$ cat config.mk
export PLATFORM = sky130hd
export DESIGN_NAME = multicycle_control
export DESIGN_NICKNAME = d
export VERILOG_FILES = /design/src/rtl/cpu_defs.sv /design/src/rtl/control_decode.sv /design/src/rtl/multicycle_control.sv
export SDC_FILE = /design/constraint.sdc
export NUM_CORES = 1
export LEC_CHECK = 0
export BUFFER_PORTS_ARGS = -buffer_cell sky130_fd_sc_hd__buf_2
export CELL_PAD_IN_SITES_DETAIL_PLACEMENT = 1
export CELL_PAD_IN_SITES_GLOBAL_PLACEMENT = 2
export CORE_MARGIN = 2
export CORE_UTILIZATION = 20
export CTS_CLUSTER_DIAMETER = 150
export DETAILED_ROUTE_END_ITERATION = 16
export GPL_TIMING_DRIVEN = 0
export MAX_ROUTING_LAYER = met4
export PLACE_DENSITY = 0.78
export SYNTH_ARGS = -nofsm -noshare
export SYNTH_HDL_FRONTEND = slang
export SYNTH_SLANG_ARGS = --single-unit
$ cat constraint.sdc
create_clock -name CLK -period 1.9 [get_ports CLK]
set_input_delay 0.285 -clock CLK [delete_from_list [all_inputs] [get_ports CLK]]
set_output_delay 0.285 -clock CLK [all_outputs]
set_load 0.03 [all_outputs]
$ cat src/rtl/cpu_defs.sv
// rtl/cpu_defs.sv - shared opcode, state and ALU-control encodings for the multicycle CPU
package cpu_defs;

  localparam logic [3:0] OP_RTYPE = 4'b0000;
  localparam logic [3:0] OP_LW    = 4'b0010;
  localparam logic [3:0] OP_SW    = 4'b0011;
  localparam logic [3:0] OP_ADDI  = 4'b0100;
  localparam logic [3:0] OP_SI    = 4'b0101;
  localparam logic [3:0] OP_BEQ   = 4'b1001;
  localparam logic [3:0] OP_LUI   = 4'b1110;

  typedef enum logic [1:0] {
    SRCB_B       = 2'b00,
    SRCB_TWO     = 2'b01,
    SRCB_IMM     = 2'b10,
    SRCB_IMM_SH1 = 2'b11
  } alu_src_b_t;

  typedef enum logic [1:0] {
    ALUOP_ADD    = 2'b00,
    ALUOP_SUB    = 2'b01,
    ALUOP_FUNCT  = 2'b10,
    ALUOP_OPCODE = 2'b11
  } alu_op_t;

  localparam logic [1:0] PCSRC_ALU    = 2'b00;
  localparam logic [1:0] PCSRC_TARGET = 2'b01;

  localparam logic [1:0] M2R_ALU = 2'b00;
  localparam logic [1:0] M2R_MEM = 2'b01;
  localparam logic [1:0] M2R_IMM = 2'b10;

  // Encodings 12..15 are unused and recover to FETCH.
  typedef enum logic [3:0] {
    FETCH   = 4'd0,
    DECODE  = 4'd1,
    MEMADDR = 4'd2,
    MEMRD   = 4'd3,
    MEMWB   = 4'd4,
    MEMWR   = 4'd5,
    REXEC   = 4'd6,
    IEXEC   = 4'd7,
    ALUWB   = 4'd8,
    BRANCH  = 4'd9,
    LUIWB   = 4'd10,
    HALT    = 4'd11
  } state_t;

  function automatic logic is_legal_opcode(input logic [3:0] op);
    return (op == OP_RTYPE) || (op == OP_LW) || (op == OP_SW) || (op == OP_ADDI) ||
           (op == OP_SI) || (op == OP_BEQ) || (op == OP_LUI);
  endfunction

endpackage

$ cat src/rtl/control_decode.sv
// rtl/control_decode.sv - state-to-strobe decode for the multicycle controller
module control_decode
  import cpu_defs::*;
(
  input  logic [3:0] state,
  input  logic       mem_ready,
  input  logic       rst_n,
  output logic       pc_write,
  output logic       pc_write_cond,
  output logic       i_or_d,
  output logic       mem_read,
  output logic       mem_write,
  output logic       ir_write,
  output logic       reg_write,
  output logic       alu_src_a,
  output logic [1:0] alu_src_b,
  output logic [1:0] alu_op,
  output logic [1:0] pc_source,
  output logic [1:0] mem_to_reg,
  output logic       illegal
);

  // The fetch commit strobes only fire once memory has answered and reset is released.
  logic fetch_go;
  assign fetch_go = mem_ready & rst_n;

  // Moore decode: every strobe defaults low, each state raises only its own.
  always_comb begin
    pc_write      = 1'b0;
    pc_write_cond = 1'b0;
    i_or_d        = 1'b0;
    mem_read      = 1'b0;
    mem_write     = 1'b0;
    ir_write      = 1'b0;
    reg_write     = 1'b0;
    alu_src_a     = 1'b0;
    alu_src_b     = SRCB_B;
    alu_op        = ALUOP_ADD;
    pc_source     = PCSRC_ALU;
    mem_to_reg    = M2R_ALU;
    illegal       = 1'b0;
    case (state_t'(state))
      FETCH: begin
        mem_read  = 1'b1;
        ir_write  = fetch_go;
        pc_write  = fetch_go;
        alu_src_b = SRCB_TWO;
      end
      DECODE:  alu_src_b = SRCB_IMM_SH1;
      MEMADDR: begin
        alu_src_a = 1'b1;
        alu_src_b = SRCB_IMM;
      end
      MEMRD: begin
        i_or_d   = 1'b1;
        mem_read = 1'b1;
      end
      MEMWB: begin
        reg_write  = 1'b1;
        mem_to_reg = M2R_MEM;
      end
      MEMWR: begin
        i_or_d    = 1'b1;
        mem_write = 1'b1;
      end
      REXEC: begin
        alu_src_a = 1'b1;
        alu_op    = ALUOP_FUNCT;
      end
      IEXEC: begin
        alu_src_a = 1'b1;
        alu_src_b = SRCB_IMM;
        alu_op    = ALUOP_OPCODE;
      end
      ALUWB: reg_write = 1'b1;
      BRANCH: begin
        alu_src_a     = 1'b1;
        alu_op        = ALUOP_SUB;
        pc_write_cond = 1'b1;
        pc_source     = PCSRC_TARGET;
      end
      LUIWB: begin
        reg_write  = 1'b1;
        mem_to_reg = M2R_IMM;
      end
      HALT:    illegal = 1'b1;
      default: ;
    endcase
  end

endmodule

$ cat src/rtl/multicycle_control.sv
// rtl/multicycle_control.sv - multicycle CPU control FSM: state register and next-state logic
module multicycle_control
  import cpu_defs::*;
(
  input  logic       CLK,
  input  logic       Reset,
  input  logic [3:0] In_Opcode,
  input  logic       In_Zero,
  input  logic       In_MemReady,
  output logic       PCWrite,
  output logic       PCWriteCond,
  output logic       IorD,
  output logic       MemRead,
  output logic       MemWrite,
  output logic       IRWrite,
  output logic       RegWrite,
  output logic       ALUSrcA,
  output logic [1:0] ALUSrcB,
  output logic [1:0] ALUOp,
  output logic [1:0] PCSource,
  output logic [1:0] MemToReg,
  output logic [3:0] Out_State,
  output logic       Out_Illegal
);

  state_t state;
  state_t next_state;

  // The branch decision itself is taken in the datapath: PC enable = PCWrite | (PCWriteCond & In_Zero).
  logic unused_zero;
  assign unused_zero = In_Zero;

  // State register; reset abandons whatever instruction is in flight.
  always_ff @(posedge CLK or negedge Reset) begin
    if (!Reset) state <= FETCH;
    else        state <= next_state;
  end

  // Next-state: opcode dispatch in DECODE, memory waits in FETCH/MEMRD/MEMWR, HALT absorbs.
  always_comb begin
    next_state = FETCH;
    case (state)
      FETCH:   next_state = In_MemReady ? DECODE : FETCH;
      DECODE: begin
        if (!is_legal_opcode(In_Opcode)) next_state = HALT;
        else begin
          case (In_Opcode)
            OP_LW, OP_SW:   next_state = MEMADDR;
            OP_RTYPE:       next_state = REXEC;
            OP_ADDI, OP_SI: next_state = IEXEC;
            OP_BEQ:         next_state = BRANCH;
            OP_LUI:         next_state = LUIWB;
            default:        next_state = HALT;
          endcase
        end
      end
      MEMADDR: next_state = (In_Opcode == OP_SW) ? MEMWR : MEMRD;
      MEMRD:   next_state = In_MemReady ? MEMWB : MEMRD;
      MEMWR:   next_state = In_MemReady ? FETCH : MEMWR;
      REXEC:   next_state = ALUWB;
      IEXEC:   next_state = ALUWB;
      HALT:    next_state = HALT;
      default: next_state = FETCH;
    endcase
  end

  assign Out_State = state;

  control_decode u_decode (
    .state         (state),
    .mem_ready     (In_MemReady),
    .rst_n         (Reset),
    .pc_write      (PCWrite),
    .pc_write_cond (PCWriteCond),
    .i_or_d        (IorD),
    .mem_read      (MemRead),
    .mem_write     (MemWrite),
    .ir_write      (IRWrite),
    .reg_write     (RegWrite),
    .alu_src_a     (ALUSrcA),
    .alu_src_b     (ALUSrcB),
    .alu_op        (ALUOp),
    .pc_source     (PCSource),
    .mem_to_reg    (MemToReg),
    .illegal       (Out_Illegal)
  );

endmodule

-- Word level (Yosys, flattened, before mapping)
Index checks and enable logic that the tools add are counted.
- output and inout port bits: 21
- input port bits: 8
- word-level logic and storage cells: 54
- flip-flop bits (word level): 4
- reductions and logical operators: 16
- mux-type cells: 19
- eq/ne operators: 17
- bitwise logic cells: 1
- operators with widths (kind ; count):
    $pmux 4 s7 ; 1
    $eq 4x3->1 const B ; 6
    $eq 4x4->1 const B ; 6
    $pmux 4 s5 ; 1
    $eq 4x2->1 const B ; 4
    $pmux 2 s3 ; 2
    $reduce_or 2->1 ; 6
    $mux 1 ; 10
    $mux 3 ; 3
    $logic_not 4->1 ; 2
    $logic_or 1x1->1 ; 6
    $eq 4x1->1 const B ; 1
    $mux 4 ; 1
    $pmux 2 s2 ; 1
    $reduce_or 4->1 ; 1
    $reduce_or 3->1 ; 1
    $and 1x1->1 ; 1

-- Longest topological paths before layout
Gate-level depths: netlist (run 1).
- word-level depth: 9
- mapped depth: 6
- mapped depth without buffers: 5

-- Hierarchy
Synthesis (run 1) repeated with hierarchy kept, for this count alone.
- cells, all modules: 77
- area total of the unflattened synthesis: 599.3 µm²
- by module, submodules not included (module ; cells an instance ; sequential area each (µm²) ; instances ; area an instance (µm²)):
    multicycle_control ; 43 ; 100.1 ; 1 ; 374.1
    control_decode ; 34 ; 0.0 ; 1 ; 225.2

-- Least setup slack after synthesis (run 1)
Ideal clock, no wire load.
- path kind: register to output
- start point: reg state[1], in the netlist Out_State[1]
- end point: out PCWrite
- required time: 1.615 ns
- buffers on the path: 3
- stages on the path, launching flop included: 5
- setup slack: -0.629 ns
- data arrival time: 2.244 ns
- cell sequence: dfrtp_1 > clkbuf_1 > buf_2 > nor4_1 > buf_4
- word-level cells in the longest chain between the ends: 2
- ends and longest elaborated chain (item ; RTL line ; RTL):
    start: declaration ; multicycle_control.sv:26 ; state_t state;
    start signal: assignment ; multicycle_control.sv:36 ; else state <= next_state;
    $logic_not 4->1 ; - ;
    $mux 1 ; - ;
    end: declaration ; multicycle_control.sv:10 ; output logic PCWrite,
No other way between the ends.

-- Final worst setup path (run 1)
- start point: reg state[2], in the netlist Out_State[2]
- end point: out PCWrite
- word-level cells in the longest chain between the ends: 2
- ends and longest elaborated chain (item ; RTL line ; RTL):
    $logic_not 4->1 ; control_decode.sv:42 ; case (state_t'(state))
    $mux 1 ; control_decode.sv:42 ;
No other way between the ends.

==> flow_metrics.tcl, run 1 <==
set metrics [dict create \
    rows 17 \
    worstHoldPathCells 2 \
    synth-seq-cells 4 \
    vdd_drop_max_v 0.000805 \
    areaGrowthSynthToFinish_pct 53.8 \
    place.gp.congestion 0.802 \
    drtIter0Drc 10 \
    postSynthCellCount 73 \
    cts_tree "yes" \
    synth_area_sq_um 488 \
    synth.top_cell.area_share_pct 20.5 \
    grt_max_degree 11 \
    io_buffers 26 \
    clock_latency_ns 0.23 \
    hp-start "In_Opcode[3]" \
    avgSynthCellArea_sq_um 6.68 \
    drv_slew 0 \
    worstHoldEndpoint "Out_State[2]$_DFF_PN0_" \
    hpwl_um 1280 \
    critPathKind "reg2out" \
    ios 29 \
    crit_chain "or2_1 > nor4_4 > buf_4 > clkbuf_4" \
    leakagePower_nw 0.366 \
    dp_cells 127 \
    cp_num_buf_inv 2 \
    top_layer_used "met3" \
    routed-via-count 608 \
    power.switching_mw 0.883 \
    startpoint_type "register" \
    sw_frac_of_total_pct 58.9 \
    synth_cell_types 33 \
    htree_levels 1 \
    cts.sinks 4 \
    antenna_found_initial 0 \
    power_density_nw_per_um2 2000 \
    crit_path_end_kind "output port" \
    final_cells 132 \
    die_area_sq_um 2850 \
    cts_max_path_buffers 2 \
    cts-root-buf "clkbuf_4" \
    reg2reg_depth 5 \
    clock-skew-final_ns 0.000718 \
    synth_area_leaders "dfrtp_1, nor2_1, buf_4" \
    dr_wl_met2_um 782 \
    power_frac_seq_pct 13.4 \
    overflow 0 \
    rr_endpoint "Out_State[2]$_DFF_PN0_" \
    ant_nets 0 \
    slowest_delay_ns 0.39 \
    nets 114 \
    drc 0 \
    crit_fanout 6 \
    hold_viol 0 \
    timing.fmax_mhz 550 \
    dr.pass1.iters 2 \
    status "finished clean" \
    drive_above_1_share_pct 49.0 \
    met3RoutedLength_um 62 \
    wl_per_cell_um 12.1 \
    synth-warning-count 0 \
    n_antenna_cell 0 \
    track_usage_pct 12.6 \
    largest_reg_flops 4 \
    setup_violations 0 \
    critPathArrivalTime_ns 1.53 \
    power_frac_clock_pct 6.9 \
    preCtsSetupSlack_ns 0.137 \
    fp.dieW_um 53.4 \
    rsz0062_at_grt "true" \
    wl_met1_um 747 \
    grt_pass1_wl_um 2610 \
    cp_top_family "simple AND/OR/NAND/NOR gates" \
    min_period_ns 1.82 \
    crit_slowest_cell "dfrtp_1" \
    fin_ws_ns 0.0819 \
    r2r_slack_ns 0.41 \
    ys_seq_area_share_pct 20.5 \
    first_global_vias 607 \
    start_util_pct 21.6 \
    drt-total-wl_um 1590 \
    combPwrFrac_pct 79.7 \
    hp-class "in2reg" \
    maxCapViolCount 0 \
    worstPathRequired_ns 1.62 \
    coreArea_sq_um 2250 \
    viasPerCell 4.61 \
    cts_made_buffers 3 \
    synth_nets 81 \
    crit-reg2reg-launch "Out_State[2]$_DFF_PN0_" \
    n_fill_cell 304 \
    clk_pin_slew_ns 0.04 \
    fin_crit_sh_pct 95.7 \
    p_int_mw 0.615 \
    fp.dieH_um 53.4 \
    synth_area_leader_cell "dfrtp_1" \
]
## worst max-delay path by stage
stage | startpoint | to | slack [ns] | cells past startpoint
detailed placement | Out_State[1]$_DFF_PN0_ | ALUOp[0] | 0.14 | 7
finish | Out_State[2]$_DFF_PN0_ | PCWrite | 0.08 | 4
global placement | Out_State[1]$_DFF_PN0_ | ALUOp[0] | 0.18 | 7
global route | Out_State[2]$_DFF_PN0_ | PCWrite | -0.001 | 4
floorplan | Out_State[1]$_DFF_PN0_ | PCWrite | -0.007 | 4
CTS | Out_State[0]$_DFF_PN0_ | ALUSrcB[1] | 0.007 | 6
## kinds of logic after synthesis
| group | Yosys count | share of synthesized area, % |
|---|---|---|
| simple gates | 41 | 44.4 |
| compound gates | 16 | 21.8 |
| buf+inv | 10 | 10.8 |
| xor+xnor | 1 | 1.80 |
| flops | 4 | 20.5 |
| other cells | 1 | 0.768 |
## per-stage QoR
stage / util, % / hold slack, ns / setup TNS [ns] / instance area, sq um / power [mW]
2_1_floorplan: - / -0.0106 / -0.00744 / 523 / 1.05
3_3_place_gp: 30.5 / 0.0967 / 0 / 688 / 1.33
3_5_place_dp: 30.5 / 0.103 / 0 / 688 / 1.34
4_1_cts: 31.9 / 0.314 / 0 / 718 / 1.45
5_1_grt: 33.3 / 0.328 / -0.00130 / 751 / 1.63
6_report: 33.3 / 0.327 / 0 / 751 / 1.50
## metal layers
| layer | global-route usage (%) | up-vias |
|---|---|---|
| li1 | - | 312 |
| met2 | 21.4 | 14 |
| met1 | 15.5 | 282 |
| met4 | 5.13 | 0 |
| met5 | - | - |
| met3 | 0.847 | 0 |
## area by class of cell
| type | instances | area (sq um) | share of cell area [%] |
|---|---|---|---|
| Timing Repair Buffer | 30 | 170 | 22.7 |
| Multi-Input combinational cell | 59 | 373 | 49.7 |
| Buffer | 6 | 37.5 | 5.00 |
| Clock buffer | 3 | 22.5 | 3.00 |
| Sequential cell | 4 | 103 | 13.7 |
| Inverter | 2 | 10.0 | 1.33 |
| Tap cell | 28 | 35.0 | 4.67 |
## synthesized netlist by cell type
master,count
xnor2_1,1
a21oi_1,4
buf_4,3
dfrtp_1,4
o31ai_1,1
nand2b_4,1
a2111oi_0,1
or3_1,1
nand3b_1,2
a211oi_1,2
nand2_1,5
nor2_1,16
or2b_1,1
nand2b_1,3
conb_1,1
nor2b_1,2
or2_1,1
a31oi_1,1
buf_2,3
nand4b_1,1
o21ai_1,3
o21ai_2,1
and3_1,1
inv_1,1
nor3_1,4
clkbuf_1,2
or2_4,1
nor4_1,1
o32ai_1,1
inv_2,1
o21a_1,1
nor3b_1,1
a311oi_1,1
## cell usage in the layout (no fill, tap or decap), types with 2 or more instances in the layout
cell type  instances
a21oi_1            4
buf_2             25
buf_4              6
clkbuf_4           6
dfrtp_1            2
dfrtp_2            2
nand2_1            5
nand2b_1           2
nand3b_1           2
nor2_1            14
nor2b_1            2
nor3_1             3
o21ai_1            3
## power groups by stage
| stage | combinational, mW | clock (mW) | sequential, mW |
|---|---|---|---|
| after CTS | 1.14 | 0.110 | 0.208 |
| after detailed placement | 1.16 | 0 | 0.185 |
| after global placement | 1.14 | 0 | 0.184 |
| after floorplan | 0.801 | 0 | 0.248 |
| final | 1.19 | 0.104 | 0.200 |
| after global routing | 1.30 | 0.116 | 0.214 |
## what timing repair did
item,4_1_cts,5_1_grt
hold buffers,1,0
endpoints found under the setup margin,3,4
endpoints found under the hold margin,4,0
resized for setup,1,8
setup buffers,0,3
No activity file was read; power rests on OpenSTA's default activity.
==> inputs of run 2 (changes only) <==
BUFFER_PORTS_ARGS = -buffer_cell sky130_fd_sc_hd__buf_4   (was -buffer_cell sky130_fd_sc_hd__buf_2)
==> run 2 against run 1 <==
Count of clock-buffer cells in the layout unchanged; setup slack better by 0.0058 ns; final area up 5.5%; flip-flop and latch count unchanged; total power up 3.2%; die area unchanged; global-route usage up 0.56 points; clock power down 4%; sequential power up 6%; critical path type unchanged.
==> flow_metrics.tcl, run 2 (same netlist as run 1, synthesis figures left out) <==
set metrics [dict create \
    cts-root-buf "clkbuf_4" \
    overflow 0 \
    drt-total-wl_um 1590 \
    critPathArrivalTime_ns 1.53 \
    multi_input_area_sq_um 375 \
    fin_crit_sh_pct 95.4 \
    rsz0062_at_grt "true" \
    crit_fanout 6 \
    leakagePower_nw 0.364 \
    vdd_drop_max_v 0.000657 \
    clk_pin_slew_ns 0.03 \
    power_frac_clock_pct 6.4 \
    p_int_mw 0.666 \
    drv_slew 0 \
    hp-start "In_Opcode[3]" \
    hp-class "in2reg" \
    drc 0 \
    rr_endpoint "Out_State[2]$_DFF_PN0_" \
    coreArea_sq_um 2250 \
    most-common-layout-cells "buf_4, nor2_1, nand2_1" \
    cp_top_family "simple AND/OR/NAND/NOR gates" \
    htree_levels 1 \
    track_usage_pct 13.2 \
    viasPerCell 4.69 \
    n_antenna_cell 0 \
    ant_nets 0 \
    timing.fmax_mhz 552 \
    hpwl_um 1340 \
    sw_frac_of_total_pct 56.9 \
    r2r_slack_ns 0.39 \
    crit_chain "or2_1 > nor4_4 > buf_4 > buf_4" \
    dr.pass1.iters 5 \
    worstHoldPathCells 2 \
    fin_util_pct 35.1 \
    slowest_delay_ns 0.40 \
    nets 111 \
    die_area_sq_um 2850 \
    cp-startpoint "Out_State[2]$_DFF_PN0_" \
    top_usage_layer "met2" \
    min_period_ns 1.81 \
    status "finished clean" \
    power_density_nw_per_um2 1950 \
    fp.dieH_um 53.4 \
    grtUsageMet1_pct 14.9 \
    crit_slowest_cell "dfrtp_1" \
    worstHoldEndpoint "Out_State[2]$_DFF_PN0_" \
    crit_path_end_kind "output port" \
    clock_latency_ns 0.23 \
    critPathKind "reg2out" \
    drtIter0Drc 3 \
    io_buffers 26 \
    first_global_vias 626 \
    largest_reg_flops 4 \
    clock-skew-final_ns 0.000226 \
    cts_max_path_buffers 2 \
    fp.dieW_um 53.4 \
    grt_pass1_wl_um 2710 \
    combPwrFrac_pct 79.8 \
    rows 17 \
    routed-via-count 605 \
    cts.sinks 4 \
    wl_per_cell_um 12.3 \
    preCtsSetupSlack_ns 0.192 \
    finalPower_mw 1.55 \
    setup_violations 0 \
    areaGrowthSynthToFinish_pct 62.3 \
    start_util_pct 21.6 \
    worstPathRequired_ns 1.62 \
    power.switching_mw 0.880 \
    cts_tree "yes" \
    seqCellArea_sq_um 101 \
    maxCapViolCount 0 \
    antenna_found_initial 0 \
    drive_above_1_share_pct 47.5 \
    hold_viol 0 \
    use_met2_pct 23.5 \
    reg2reg_depth 5 \
    startpoint_type "register" \
    final_common_cell "buf_4" \
    fin_ws_ns 0.0877 \
    place.gp.congestion 0.804 \
    n_fill_cell 300 \
    ios 29 \
    cp_common_cell "buf_4" \
    cts_setup_buffers 0 \
    cp_num_buf_inv 2 \
    power_frac_seq_pct 13.8 \
    crit-reg2reg-launch "Out_State[2]$_DFF_PN0_" \
    use_met3_pct 1.69 \
    cts_made_buffers 3 \
    grt_max_degree 11 \
]
==> run 2: cell types whose count changed in the layout (fill, tap and decap cells not counted) <==
| cell | delta |
|---|---|
| buf_4 | +24 |
| dfrtp_1 | +1 |
| nor2_2 | +1 |
| nor2_1 | -1 |
| dfrtp_2 | -1 |
| buf_2 | -25 |
| clkbuf_4 | -2 |
==> run 2: metal layers <==
| metal | wire length (um) | part of all wire, % |
|---|---|---|
| met3 | 66 | 4.1 |
| met4 | 0 | 0 |
| met5 | 0 | 0 |
| met2 | 818 | 51 |
| met1 | 705 | 44 |
==> run 2: power groups by stage <==
| stage | combinational [mW] | clock (mW) | sequential, mW |
|---|---|---|---|
| floorplan | 0.801 | 0 | 0.248 |
| global placement | 1.25 | 0 | 0.188 |
| detailed placement | 1.26 | 0 | 0.190 |
| CTS | 1.27 | 0.107 | 0.191 |
| global route | 1.34 | 0.115 | 0.226 |
| finish | 1.23 | 0.0996 | 0.213 |
==> run 2: metrics by stage <==
stage	instance area, sq um	TNS (ns)	std cells	hold slack [ns]
floorplan	523	-0.00744	73	-0.0106
global placement	753	0	127	0.0852
detailed placement	753	0	127	0.0882
CTS	790	-0.0169	131	0.301
global route	792	-0.00808	129	0.328
finish	792	0	129	0.304
==> run 2: timing repair <==
action | CTS | global route
gates resized for setup | 2 | 6
hold buffers | 1 | 0
hold endpoints to repair | 4 | 0
cloned | 0 | 0
setup endpoints to repair | 2 | 6
==> run 2: worst max path at each step <==
stage | depth (start not counted) | to | slack, ns
after floorplan | 4 | PCWrite | -0.007
after global placement | 6 | ALUSrcB[1] | 0.20
after detailed placement | 7 | ALUOp[0] | 0.19
after CTS | 6 | ALUOp[0] | -0.02
after global routing | 4 | PCWrite | -0.008
final | 4 | PCWrite | 0.09
==> run 2: layout make-up <==
cell class / instances / share of cell area (%)
tap: 28 / 4.42
clock buffer: 3 / 2.84
inverter: 2 / 1.26
multi-input combinational: 59 / 47.4
sequential: 4 / 12.8
buffer: 6 / 5.37
timing repair buffer: 27 / 25.9
